===== src/rtl/lsu.sv =====
// RV32I load/store unit: turns an ALU effective address into a single word-wide
// request/acknowledge bus transaction with lane steering and load extension.
module lsu #(
  parameter int unsigned TIMEOUT_CYCLES = 255
) (
  input  logic        clk,
  input  logic        rst_n,
  input  logic        req_valid,
  input  logic        memread,
  input  logic        memwrite,
  input  logic [2:0]  funct3,
  input  logic [31:0] addr,
  input  logic [31:0] writedata,
  output logic        stall,
  output logic        done,
  output logic [31:0] readdata,
  output logic        err,
  output logic        bus_req,
  output logic        bus_we,
  output logic [31:0] bus_addr,
  output logic [31:0] bus_wdata,
  output logic [3:0]  bus_wstrb,
  input  logic [31:0] bus_rdata,
  input  logic        bus_ack
);

  typedef enum logic [1:0] {
    S_IDLE,
    S_REQ,
    S_DONE
  } state_e;

  localparam logic [15:0] TimeoutLim = 16'(TIMEOUT_CYCLES);
  localparam bit          TimeoutEn  = (TIMEOUT_CYCLES != 0);

  state_e      state_q, state_d;
  logic        bus_req_q, bus_req_d;
  logic        bus_we_q, bus_we_d;
  logic [31:0] bus_addr_q, bus_addr_d;
  logic [31:0] bus_wdata_q, bus_wdata_d;
  logic [3:0]  bus_wstrb_q, bus_wstrb_d;
  logic [31:0] readdata_q, readdata_d;
  logic        err_q, err_d;
  logic [15:0] cnt_q, cnt_d;
  logic [1:0]  off_q, off_d;
  logic [2:0]  f3_q, f3_d;

  logic        access;
  logic        illegal;
  logic        misaligned;
  logic [31:0] st_wdata;
  logic [3:0]  st_wstrb;
  logic [7:0]  ld_byte;
  logic [15:0] ld_half;
  logic [31:0] ld_data;

  // Request decode: legality, alignment and store lane steering.
  always_comb begin
    access     = req_valid & (memread | memwrite);
    illegal    = 1'b0;
    misaligned = 1'b0;
    st_wdata   = writedata;
    st_wstrb   = 4'b1111;

    if (memread && memwrite) begin
      illegal = 1'b1;
    end else if (memread) begin
      illegal = !(funct3 inside {3'b000, 3'b001, 3'b010, 3'b100, 3'b101});
    end else begin
      illegal = !(funct3 inside {3'b000, 3'b001, 3'b010});
    end

    case (funct3[1:0])
      2'b01:   misaligned = addr[0];
      2'b10:   misaligned = (addr[1:0] != 2'b00);
      default: misaligned = 1'b0;
    endcase

    case (funct3[1:0])
      2'b00: begin
        st_wdata = {4{writedata[7:0]}};
        st_wstrb = 4'b0001 << addr[1:0];
      end
      2'b01: begin
        st_wdata = {2{writedata[15:0]}};
        st_wstrb = addr[1] ? 4'b1100 : 4'b0011;
      end
      default: begin
        st_wdata = writedata;
        st_wstrb = 4'b1111;
      end
    endcase
  end

  // Load extraction uses the offset and width latched when the request launched.
  always_comb begin
    case (off_q)
      2'd0:    ld_byte = bus_rdata[7:0];
      2'd1:    ld_byte = bus_rdata[15:8];
      2'd2:    ld_byte = bus_rdata[23:16];
      default: ld_byte = bus_rdata[31:24];
    endcase
    ld_half = off_q[1] ? bus_rdata[31:16] : bus_rdata[15:0];

    case (f3_q)
      3'b000:  ld_data = {{24{ld_byte[7]}}, ld_byte};
      3'b100:  ld_data = {24'd0, ld_byte};
      3'b001:  ld_data = {{16{ld_half[15]}}, ld_half};
      3'b101:  ld_data = {16'd0, ld_half};
      default: ld_data = bus_rdata;
    endcase
  end

  // NOTE: every _d starts as its _q so no path through the case leaves a
  // variable unassigned; that is what keeps this block free of latches.
  always_comb begin
    state_d     = state_q;
    bus_req_d   = bus_req_q;
    bus_we_d    = bus_we_q;
    bus_addr_d  = bus_addr_q;
    bus_wdata_d = bus_wdata_q;
    bus_wstrb_d = bus_wstrb_q;
    readdata_d  = readdata_q;
    err_d       = err_q;
    cnt_d       = cnt_q;
    off_d       = off_q;
    f3_d        = f3_q;

    case (state_q)
      S_IDLE: begin
        if (access) begin
          if (illegal || misaligned) begin
            err_d   = 1'b1;
            state_d = S_DONE;
          end else begin
            bus_req_d   = 1'b1;
            bus_we_d    = memwrite;
            bus_addr_d  = {addr[31:2], 2'b00};
            bus_wdata_d = memwrite ? st_wdata : 32'd0;
            bus_wstrb_d = memwrite ? st_wstrb : 4'b0000;
            cnt_d       = 16'd0;
            off_d       = addr[1:0];
            f3_d        = funct3;
            state_d     = S_REQ;
          end
        end
      end

      S_REQ: begin
        if (bus_ack) begin
          bus_req_d = 1'b0;
          err_d     = 1'b0;
          if (!bus_we_q) begin
            readdata_d = ld_data;
          end
          state_d = S_DONE;
        end else if (TimeoutEn && (cnt_q == TimeoutLim)) begin
          bus_req_d = 1'b0;
          err_d     = 1'b1;
          state_d   = S_DONE;
        end else begin
          cnt_d = cnt_q + 16'd1;
        end
      end

      default: begin
        state_d = S_IDLE;
      end
    endcase
  end

  // NOTE: state uses non-blocking assignments so every register samples the
  // pre-edge values; all of it clears on reset, including the data registers.
  always_ff @(posedge clk or negedge rst_n) begin
    if (!rst_n) begin
      state_q     <= S_IDLE;
      bus_req_q   <= 1'b0;
      bus_we_q    <= 1'b0;
      bus_addr_q  <= 32'd0;
      bus_wdata_q <= 32'd0;
      bus_wstrb_q <= 4'b0000;
      readdata_q  <= 32'd0;
      err_q       <= 1'b0;
      cnt_q       <= 16'd0;
      off_q       <= 2'd0;
      f3_q        <= 3'd0;
    end else begin
      state_q     <= state_d;
      bus_req_q   <= bus_req_d;
      bus_we_q    <= bus_we_d;
      bus_addr_q  <= bus_addr_d;
      bus_wdata_q <= bus_wdata_d;
      bus_wstrb_q <= bus_wstrb_d;
      readdata_q  <= readdata_d;
      err_q       <= err_d;
      cnt_q       <= cnt_d;
      off_q       <= off_d;
      f3_q        <= f3_d;
    end
  end

  assign done      = (state_q == S_DONE);
  assign stall     = req_valid & (memread | memwrite) & ~done;
  assign readdata  = readdata_q;
  assign err       = err_q;
  assign bus_req   = bus_req_q;
  assign bus_we    = bus_we_q;
  assign bus_addr  = bus_addr_q;
  assign bus_wdata = bus_wdata_q;
  assign bus_wstrb = bus_wstrb_q;

endmodule


===== config.mk =====
export PLATFORM = sky130hd
export DESIGN_NAME = lsu
export DESIGN_NICKNAME = d
export VERILOG_FILES = /design/src/rtl/lsu.sv
export SDC_FILE = /design/constraint.sdc
export NUM_CORES = 1
export LEC_CHECK = 0
export CAP_MARGIN = 20
export CORE_ASPECT_RATIO = 0.8
export CORE_UTILIZATION = 46
export CTS_CLUSTER_SIZE = 8
export DETAILED_ROUTE_END_ITERATION = 10
export PLACE_DENSITY_LB_ADDON = 0.15
export SLEW_MARGIN = 20
export SYNTH_ARGS = -nofsm -noshare
export SYNTH_HDL_FRONTEND = slang
export SYNTH_SLANG_ARGS = --single-unit
export TNS_END_PERCENT = 20

===== constraint.sdc =====
create_clock -name clk -period 2.66 [get_ports clk]
set_clock_uncertainty 0.15 [all_clocks]
set_input_delay 0.532 -clock clk [delete_from_list [all_inputs] [get_ports clk]]
set_output_delay 0.532 -clock clk [all_outputs]
set_load 0.01 [all_outputs]

# ---- After elaboration in Yosys (flattened, before gate mapping)
# Index checks and enable logic that the tools add are counted.
dict set report word_totals {
  reg_bits 124
  output_inout_bits 105
  elab_cells 89
}
dict set report op_classes {
  addsub 1
  eq_ne 20
  shift 1
  muxes 31
  bitwise 6
  n_reduce_logical 19
}
# operator n
set op_table {}
lappend op_table {{one-hot mux 32 bit (4 select lines)} 1}
lappend op_table {{2-to-1 mux 16 bit} 5}
lappend op_table {{one-hot mux 32 bit (2 select lines)} 1}
lappend op_table {{2-to-1 mux 32 bit} 1}
lappend op_table {{one-hot mux 16 bit (2 select lines)} 1}
lappend op_table {{one-hot mux 8 bit (3 select lines)} 1}
lappend op_table {{adder 16 x 1 -> 16 bit, second input constant} 1}
lappend op_table {{== test 16 x 8 -> 1 bit, second input constant} 1}
lappend op_table {{== test 3 bit, second input constant} 4}
lappend op_table {{2-to-1 mux 1 bit} 10}
lappend op_table {{!= test 2 bit, second input constant} 5}
lappend op_table {{2-to-1 mux 2 bit} 4}
lappend op_table {{2-to-1 mux 4 bit} 2}
lappend op_table {{one-hot mux 4 bit (2 select lines)} 1}
lappend op_table {{AND reduction 4 bit} 2}
lappend op_table {{== test 2 x 1 -> 1 bit, second input constant} 3}
lappend op_table {{== test 2 bit, second input constant} 3}
lappend op_table {{== test 3 x 1 -> 1 bit, second input constant} 2}
lappend op_table {{zero test 2 bit} 3}
lappend op_table {{zero test 3 bit} 2}
lappend op_table {{one-hot mux 1 bit (2 select lines)} 3}
lappend op_table {{AND reduction 3 bit} 2}
lappend op_table {{AND reduction 5 bit} 1}
lappend op_table {{nonzero test 5 bit} 1}
lappend op_table {{other kinds (13)} 18}

# ---- Longest topological paths before layout
# Gate-level depths: netlist of the first run.
dict set report logic_depth {
  ltp_word 9
  depth_mapped 10
  ltp_nobuf 7
}

# ---- Worst setup path after synthesis of the first run
# Ideal clock, no wire load.
dict set report synth_path {
  path_kind {input port to flip-flop}
  start {in funct3[0]}
  end {reg bus_wdata_q[21] (netlist: bus_wdata[21])}
  arrival_time_ps 2145
  required_time_ps 2376
  slack_ps 231
  stages 10
  path_cell_list {inv_1 -> ha_1 -> buf_4 -> nor2_1 -> a222oi_1 -> nand3_2 -> buf_6 -> buf_2 -> nand2_1 -> o21ai_0}
}
dict set report synth_via {
  elab_chain_len 8
  word_cells_on_any_way 20
  classes_between {6 x eq/ne; 5 x mux; 1 x bitwise; 8 x reduce/logical}
}
# item line_no
set synth_lines {}
lappend synth_lines {{from (decl)} 11} ;# input logic [2:0] funct3,
lappend synth_lines {{== test 3 x 1 -> 1 bit, or another cell as far along} {68, 70}}
lappend synth_lines {{nonzero test 5 bit or nonzero test 3 bit (tied branches)} {68, 70}}
lappend synth_lines {{zero test 1 bit, on equally long branches} {68, 70}}
lappend synth_lines {{2-to-1 mux 1 bit} 67} ;# end else if (memread) begin
lappend synth_lines {{2-to-1 mux 1 bit} 65} ;# if (memread && memwrite) begin
lappend synth_lines {{logical OR 1 bit} 132} ;# if (illegal || misaligned) begin
lappend synth_lines {{inverter 1 bit (no line)} -}
lappend synth_lines {{AND reduction 3 bit (no line)} -}
lappend synth_lines {{to (signal assigned)} 192} ;# bus_wdata_q <= bus_wdata_d;
lappend synth_lines {{to (decl)} 40} ;# logic [31:0] bus_wdata_q, bus_wdata_d;
# Several ways; a longest one is shown, not always the timed one.
# A chain may end at the register's enable or synchronous reset.

# ---- Worst setup path in the final report of the first run
dict set report layout_path {
  start {in memwrite}
  end {out stall}
}
dict set report layout_via {
  elab_chain_len 3
}
# item line_no
set layout_lines {}
lappend layout_lines {{from (decl)} 10} ;# input logic memwrite,
lappend layout_lines {{OR 1 bit} 203} ;# assign stall = req_valid & (memread | memwrite) & ~done;
lappend layout_lines {{bitwise AND 1 bit (2 in a row)} 203}
lappend layout_lines {{to (decl)} 14} ;# output logic stall,
# Every way passes these cells.

==> key figures, run 1 <==
Die
  • IO Pins: 210
  • Row cnt: 36
  • Core box area: 12430 um^2
  • Die Area: 13510 um^2
  • Chip width: 129.7 um
  • Initial Util: 0.4827
  • Die Y: 104.2 um

Setup path
  • Worst-path fanout max: 4
  • Crit path to: stall
  • Worst path arrival time: 1.84 ns
  • Critical path class: in -> out
  • Worst R2R End: cnt_q[14]
  • FF-to-FF path depth: 6
  • R2R setup slack: 0.29 ns
  • Worst setup EP type: output port
  • Worst Setup SP: memwrite
  • Required time of the critical path: 1.98 ns
  • Crit start category: input pin
  • FF-to-FF Start: cnt_q[0]

Synthesis
  • Sequential area share after synthesis: 0.5171
  • Avg Cell Area, Syn: 9.571 um^2
  • Most frequent cell after synthesis: nand2_1
  • Commonest register cell after synthesis: dfrtp_1
  • Synth Register Bits: 124
  • Count of cell types in the netlist: 55
  • Yosys warning count: 0
  • Synth area leaders: dfrtp_1 52%, mux2_2 8.3%, nand2_1 7.8%
  • Number of flops mapped to enable cells by yosys: 0
  • Cell area after synthesis: 6001 um^2
  • Async SR Flop Fraction: 1.000
  • Leading area contributor after synthesis: dfrtp_1
  • Post-Syn Instances: 627
  • Most frequent cells after synthesis: 125 x nand2_1, 124 x dfrtp_1, 63 x o21ai_0
  • Share of the synthesized area in the top cell type: 0.5171

Finish
  • Layout Nets: 953
  • Diode count: 0
  • Core Util, Final: 0.7195
  • Share of layout cells above drive strength 1: 0.1332
  • Final instance area: 8945 um^2
  • Synthesis-to-finish area growth: 49.06%

Drt
  • Vias per Instance: 5.385
  • Wirelength, routed: 17.41 mm
  • DRC: 0
  • WL per Instance: 16.95 um
  • Top Metal Used: met5
  • Met2 wire len: 8.384 mm
  • Vias post-DR: 5530
  • Post-Route M1 WL: 7.338 mm
  • Met3 wire len: 1.448 mm
  • First-pass iteration count of the detailed router: 5
  • Drt initial violations: 237
  • ANT nets after route: 0

Clocking
  • H-tree Lvls: 4
  • Clock tree buffer depth: 2
  • CTS sink cnt: 124
  • Root Driver: clkbuf_16
  • Clk pin slew, worst setup/hold paths: 0.05 ns
  • Worst-Skew Late Latency: 0.42 ns
  • TritonCTS clock tree: built
  • Postcts setup bufs: 0
  • CTS buffer count: 17

Placement
  • Placed cell area: 8343 um^2
  • IO Port Bufs: 207
  • Setup WS pre-CTS: -0.2106 ns
  • GPL Wtd Cong: 0.8882
  • HPWL after DPL: 12.59 mm

Pwr
  • Pwr Total: 8487 uW
  • Pwr per Cell Area: 948.8 nW/um^2
  • Leakage Power: 0.003854 uW
  • Maximum VDD drop: 0.6102 mV

Global routing
  • First-pass GRT wire length: 28.27 mm
  • Vias in the first global route: 5570
  • Grt total ovfl: 0
  • Largest net degree at the start of global routing: 65
  • Initial antenna violation count: 1
  • All-Layer GR Usage: 0.2724

STA
  • RSZ-0062 raised after global routing: false
  • FMAX: 396.7 MHz
  • Fin. max-slew vios: 0
  • Setup violations, final: 0
  • Actual slew at the worst max-slew pin: 0.6138 ns
  • Slew headroom: 0.5880
  • Final min period: 2.521 ns
  • Period Utilization, post-route: 0.9477
  • Worst setup margin: 0.1392 ns
  • Final hold violation count: 0

Run status
  • Status: complete, no violations

Job
  • Max-cap violation count: 0

Hold path
  • Worst Hold Class: reg -> reg
## through the flow
stage / std cells / TNS [ns] / hold WS, ns
final: 1027 / 0 / 0.3272
after global routing: 1027 / 0 / 0.3582
after CTS: 1027 / 0 / 0.3323
after detailed placement: 994 / -7.950 / 0.3204
after global placement: 994 / -0.7575 / 0.3131
after floorplan: 628 / 0 / 0.08641
## cells by family (layout without fill, tap and decap cells)
group	after synthesis	in the layout	share of synthesized area
buffers and inverters	55	283	0.04399
other	1	2	0.0006249
xor gates and xnor gates	1	1	0.001460
DFF	124	124	0.5171
AOI/OAI and AO/OA	175	175	0.1756
muxes	50	50	0.09466
and+or+nand+nor	216	216	0.1562
adders and majority gates	5	5	0.01043
## area by class of cell
cell class	instances	area [um^2]
sequential	124	3103
multi-input combinational	449	2645
tap	171	214.0
inverter	13	48.80
timing repair buffer	238	2342
clock buffer	26	509.2
clock inverter	6	82.58
fill	958	3487
## registers in the layout, indices dropped and copies added (netlist names)
register	cells
bus_wdata	32
readdata	32
bus_addr	30
cnt_q	16
bus_wstrb	4
f3_q	3
off_q	2
state_q	2
bus_req	1
bus_we	1
err	1
## where the power goes
group          switching (uW)  internal, uW  total (uW)
logic                    1380          1790        3170
clock network             793          1500        2290
registers                 463          2560        3030
total                    2630          5850        8490
## layer usage
layer	vias to the layer above	global-route usage
met4	2	0.08140
met2	216	0.4377
met3	21	0.1013
li1	2622	-
met1	2669	0.3398
met5	-	0
## what timing repair did
action	4_1_cts	5_1_grt
endpoints found under the setup margin	0	1
hold endpoints to repair	30	0
resized for setup	0	1
hold buffers	1	0
## worst min path at each step
stage                   from            end  slack [ns]  cells past startpoint
3_3_place_gp    bus_wdata[6]   bus_wdata[6]        0.31                      2
3_5_place_dp   bus_wdata[26]  bus_wdata[26]        0.32                      2
4_1_cts        bus_wdata[26]  bus_wdata[26]        0.33                      2
2_1_floorplan          rst_n   bus_addr[10]        0.09                      0
5_1_grt          readdata[5]    readdata[5]        0.36                      2
6_report       bus_wdata[26]  bus_wdata[26]        0.33                      2
## critical path, stage by stage
cell             delay [ns]
clkdlybuf4s50_1        0.52
o21ai_1                0.12
nor2_1                 0.11
clkdlybuf4s50_1        0.56
## cell usage in the layout (no fill, tap or decap), types with 4 or more instances in the layout
cell,netlist,routed
ha_1,5,5
clkbuf_1,25,4
dfrtp_1,124,124
nand2_1,125,125
clkbuf_8,0,5
a22o_1,8,8
a31oi_1,4,4
nor2_1,42,42
a21oi_1,44,44
nor2b_1,4,4
o21ai_0,63,62
inv_1,13,13
o22ai_1,13,13
nand2b_1,6,6
clkdlybuf4s50_1,0,206
a22oi_1,9,9
buf_4,3,28
mux2i_1,5,5
mux2_2,44,44
nand3_1,10,10
nor3_1,8,8
o21ai_1,4,5
a21o_1,4,4
o211ai_1,4,4
clkbuf_16,0,17
Note: power is estimated with default switching activity, not from simulation.
==> inputs of run 2 (changes only) <==
SETUP_SLACK_MARGIN = 0.05   (was not set)
SLEW_MARGIN = 30   (was 20)
==> results of run 2 <==
Final layout, timing and power as in run 1 (identical DEF).
==> inputs of run 3 (changes only) <==
CORE_ASPECT_RATIO = 0.6   (was 0.8)
==> key figures, run 3 (same netlist as run 1, synthesis figures left out) <==
Clocking
  • CTS buffer count: 17
  • Clock tree buffer depth: 2
  • Post-CTS resize count: 0
  • Worst-Skew Late Latency: 0.41 ns
  • Root Driver: clkbuf_16
  • H-tree Lvls: 4
  • CTS sink cnt: 124
  • Clk pin slew, worst setup/hold paths: 0.05 ns
  • TritonCTS clock tree: built

Setup path
  • FF-to-FF Start: cnt_q[0]
  • Worst R2R End: cnt_q[13]
  • Worst path max stage delay: 0.60 ns
  • Crit-path cells: clkdlybuf4s50_1 > o21ai_0 > nor2_1 > clkdlybuf4s50_1
  • Worst path arrival time: 1.92 ns
  • Worst-path fanout max: 4
  • Critical path class: in -> out
  • FF-to-FF path depth: 6
  • Crit start category: input pin
  • Worst setup EP type: output port
  • CP most frequent cell: clkdlybuf4s50_1
  • R2R setup slack: 0.21 ns
  • Required time of the critical path: 1.98 ns
  • CP max stage cell: clkdlybuf4s50_1

Drt
  • First-pass iteration count of the detailed router: 5
  • Wirelength, routed: 17.89 mm
  • DRC: 0
  • Vias per Instance: 5.489
  • Drt initial violations: 397
  • ANT nets after route: 0
  • WL per Instance: 17.51 um
  • Vias post-DR: 5610

Die
  • Initial Util: 0.4850
  • Core box area: 12370 um^2
  • Die Y: 90.47 um
  • IO Pins: 210
  • Die Area: 13520 um^2
  • Chip width: 149.5 um
  • Row cnt: 31

Finish
  • Commonest non-fill, non-tap cell in the layout: clkdlybuf4s50_1
  • Core Util, Final: 0.7266
  • Commonest cells after routing, fill and taps aside: 206 x clkdlybuf4s50_1, 125 x nand2_1, 124 x dfrtp_1, 63 x o21ai_0
  • Diode count: 0
  • Synthesis-to-finish area growth: 49.81%
  • Share of layout cells above drive strength 1: 0.1389
  • Layout Nets: 954

Placement
  • GPL Wtd Cong: 0.9153
  • Setup WS pre-CTS: -0.3788 ns
  • HPWL after DPL: 12.93 mm
  • IO Port Bufs: 207

Hold path
  • Worst Hold Class: reg -> reg
  • Min-Delay Path Depth: 2
  • Worst hold endpoint: bus_wdata[13]
  • HP Start: bus_wdata[13]

STA
  • RSZ-0062 raised after global routing: true
  • Final hold violation count: 0
  • FMAX: 384.5 MHz
  • Fin. max-slew vios: 0
  • Worst setup margin: 0.05898 ns
  • Final min period: 2.601 ns
  • Period Utilization, post-route: 0.9778
  • Setup violations, final: 0
  • Slew headroom: 0.6131
  • Actual slew at the worst max-slew pin: 0.5804 ns

Global routing
  • Initial antenna violation count: 0
  • Largest net degree at the start of global routing: 54
  • First-pass GRT wire length: 28.50 mm
  • All-Layer GR Usage: 0.2743
  • Grt total ovfl: 0
  • Met2 Use GR: 0.4221
  • Met1 Track Usage GR: 0.3789
  • Vias in the first global route: 5546
  • Most Crowded Layer GR: met2
  • GR Layer Usage met3: 0.07323

Pwr
  • Maximum VDD drop: 0.5804 mV
  • Pwr per Cell Area: 957.3 nW/um^2
  • Leakage Power: 0.003875 uW

Run status
  • Status: complete, no violations

Job
  • Max-cap violation count: 0
-- run 3: area by class of cell --
| cell class | count | area [um^2] |
|---|---|---|
| Clock buffer | 17 | 425.4 |
| Clock inverter | 15 | 186.4 |
| Fill cell | 904 | 3383 |
| Inverter | 13 | 48.80 |
| Multi-Input combinational cell | 449 | 2645 |
| Sequential cell | 124 | 3103 |
| Tap cell | 165 | 206.4 |
| Timing Repair Buffer | 239 | 2375 |
-- run 3: how the worst max path moves through the flow --
stage | from | endpoint | slack [ns] | cells after the start
floorplan | funct3[0] | bus_wdata[21] | 0.23 | 10
CTS | memwrite | stall | 0.06 | 4
detailed placement | funct3[1] | bus_wdata[9] | -0.38 | 9
global route | cnt_q[0] | cnt_q[10] | 0.007 | 6
global placement | funct3[1] | bus_addr[30] | -0.23 | 8
finish | memwrite | stall | 0.06 | 4
-- run 3: power breakdown --
group          leakage [uW]  switching [uW]  internal, uW  total [uW]
clock network      0.000299             904          1490        2390
registers           0.00156             500          2560        3060
logic               0.00202            1360          1790        3150
-- run 3: worst max-delay path: cells and delay by family --
family                 cells  cell delay (ns)
and+or+nand+nor            1             0.10
AOI/OAI and AO/OA          1             0.15
buffers and inverters      2             1.14
-- run 3: what timing repair did --
action | in CTS | in global routing
hold buffers | 1 | 0
hold endpoints to repair | 40 | 0
setup buffers | 0 | 1
endpoints found under the setup margin | 0 | 56
-- run 3: metrics by stage --
step           power [uW]  area (um^2)  hold slack (ns)  std cells  TNS [ns]
6_report             8606         8990           0.3313       1022         0
5_1_grt              9073         8990           0.3583       1022         0
4_1_cts              8638         8982           0.3370       1021         0
3_5_place_dp         6205         8361           0.3249        988    -25.09
3_3_place_gp         6113         8361           0.3146        988    -14.81
2_1_floorplan        4362         6005          0.08641        628         0
-- run 3: layer usage --
| metal | wire length, um | up-vias |
|---|---|---|
| met5 | 0 | - |
| met4 | 210 | 0 |
| met3 | 1648 | 19 |
| met2 | 8089 | 272 |
| met1 | 7945 | 2691 |
| li1 | - | 2628 |
==> RTL change: new RTL, flow settings as in run 2 <==
Re-encode `state_e` (3 states) as one-hot, 3 bits wide.
--- a/src/rtl/lsu.sv
+++ b/src/rtl/lsu.sv
@@ -24,10 +24,10 @@
   input  logic        bus_ack
 );
 
-  typedef enum logic [1:0] {
-    S_IDLE,
-    S_REQ,
-    S_DONE
+  typedef enum logic [2:0] {
+    S_IDLE = 3'b001,
+    S_REQ  = 3'b010,
+    S_DONE = 3'b100
   } state_e;
 
   localparam logic [15:0] TimeoutLim = 16'(TIMEOUT_CYCLES);
Function: no difference found for any inputs over 4 cycles, from zero or initial values and one cycle with rst_n low; so few cycles prove little.
==> RTL change against run 2 <==
- sequential cell count is 1 higher
- routed wire length is 4.1% higher
- worst hold slack worse by 5.7 ps
- critical endpoint is now bus_wdata[9]
- design area is 4.4% higher
- setup slack worse by 52 ps
- total power hardly changed
- register-to-register slack better by 50 ps
- synthesized area is 5.2% higher
==> RTL change: results (changes against run 2) <==
[sta]
tightest_slew_ps=625  ; was 614 ps
setup_ws_ps=87.0  ; was 139 ps
hold_ws_ps=321  ; was 327 ps

[worst_hold_path]
hold_path_class=in2reg  ; was reg2reg
hold_start=funct3[0]  ; was bus_wdata[26]
min_to=f3_q[0]  ; was bus_wdata[26]

[routing]
vias_per_cell=5.50  ; was 5.38
drt-met1-wl_mm=7.65  ; was 7.34 mm
wl_met3_mm=1.48  ; was 1.45 mm
wl_met2_mm=8.75  ; was 8.38 mm
dr.pass1.iters=4  ; was 5
postRouteWirelength_mm=18.1  ; was 17.4 mm
drtIter0Drc=403  ; was 237
top_layer_used=met4  ; was met5

[cts]
cts_root_buf=clkbuf_16  ; unchanged

[power]
ir_drop_mv=0.619  ; was 0.610 mV
intPower_mw=5.89  ; was 5.85 mW
p_leak_nw=4.02  ; was 3.85 nW

[setup_path]
worstRegToRegCells=4  ; was 6
arrival_ps=2720  ; was 1840 ps
slowest_delay_ps=420  ; was 560 ps
r2r_start=cnt_q[9]  ; was cnt_q[0]
r2r_slack_ps=340  ; was 290 ps
crit_start=funct3[1]  ; was memwrite
cp-endpoint=bus_wdata[9]  ; was stall
reg2reg_to=err  ; was cnt_q[14]
worstPathMaxFanout=31  ; was 4

[place]
gp_congestion=0.869  ; was 0.888
dpl_cell_area_mm2=0.00870  ; was 0.00834 mm^2
placed_cells=972  ; was 994

[yosys]
synth-seq-area-share_pct=49.6  ; was 51.7%
syn-instance-count=599  ; was 627
synth_common_cells=dfrtp_1 (124), mux2_2 (72), nand2_1 (68)  ; was nand2_1 (125), dfrtp_1 (124), o21ai_0 (63)
synth.area.top_cells=dfrtp_1 (49%), mux2_2 (13%), nand2_1 (4.0%), nand3_1 (3.3%), a21boi_0 (3.0%)  ; was dfrtp_1 (52%), mux2_2 (8.3%), nand2_1 (7.8%), o21ai_0 (5.3%), a21oi_1 (3.7%)

[finish]
layout.filler_cells=956  ; was 958
nNetsFinal=929  ; was 953
layout-drive-gt1-share_pct=18.0  ; was 13.3%
final_cell_count_no_fill=1005  ; was 1027

[global_route]
grt_pass1_vias=5653  ; was 5570
grt_max_degree=52  ; was 65
grt_pass1_wl_mm=29.2  ; was 28.3 mm
grt_usage_pct=26.5  ; was 27.2%
met1_usage_pct=34.1  ; was 34.0%
gr-usage-met3_pct=8.84  ; was 10.1%
use_met2_pct=42.3  ; was 43.8%

[outcome]
status=finished clean  ; unchanged

## RTL change: cell count changes in the layout (fill, tap and decap cells not counted), sizes merged, moves of 12 or more
| cell | before | now |
|---|---|---|
| o22ai | 13 | 1 |
| nand3 | 12 | 41 |
| nor2 | 43 | 21 |
| mux2 | 44 | 72 |
| o21ai | 69 | 27 |
| inv | 13 | 33 |
| mux2i | 5 | 18 |
| a21oi | 44 | 5 |
| a21boi | 2 | 25 |
| nand2 | 126 | 68 |
## RTL change: power groups by stage
stage | registers [mW] | logic [mW] | clock network (mW)
floorplan | 3.23 | 1.10 | 0
global placement | 2.97 | 3.11 | 0
detailed placement | 3.01 | 3.18 | 0
CTS | 2.99 | 3.20 | 2.33
global route | 3.08 | 3.42 | 2.43
finish | 2.99 | 3.19 | 2.30
## RTL change: timing repair
| item | in CTS | in global routing |
|---|---|---|
| setup endpoints to repair | 0 | 33 |
| hold buffers | 1 | 0 |
| resized for setup | 0 | 2 |
| hold endpoints to repair | 4 | 0 |
| buffers inserted | 0 | 1 |
## RTL change: stage by stage
step                power [mW]  util, %
floorplan                 4.33        -
global placement          6.08     66.4
detailed placement        6.18     66.4
CTS                       8.53     70.9
global route              8.93     71.3
finish                    8.48     71.3
## RTL change: kinds of logic after synthesis
| kind of cell | synth area share [%] |
|---|---|
| adders and majority gates | 0.991 |
| muxes | 16.1 |
| buffers and inverters | 5.35 |
| and+or+nand+nor | 14.4 |
| DFF | 49.6 |
| AOI/OAI and AO/OA | 13.5 |
| other | 0.0594 |
## RTL change: area by class of cell
class                           count  area (um^2)  area share (%)
Clock buffer                       19          433            4.63
Clock inverter                     11          145            1.55
Inverter                           32          120            1.29
Multi-Input combinational cell    400         2860            30.6
Sequential cell                   125         3130            33.5
Tap cell                          175          219            2.34
Timing Repair Buffer              243         2440            26.1
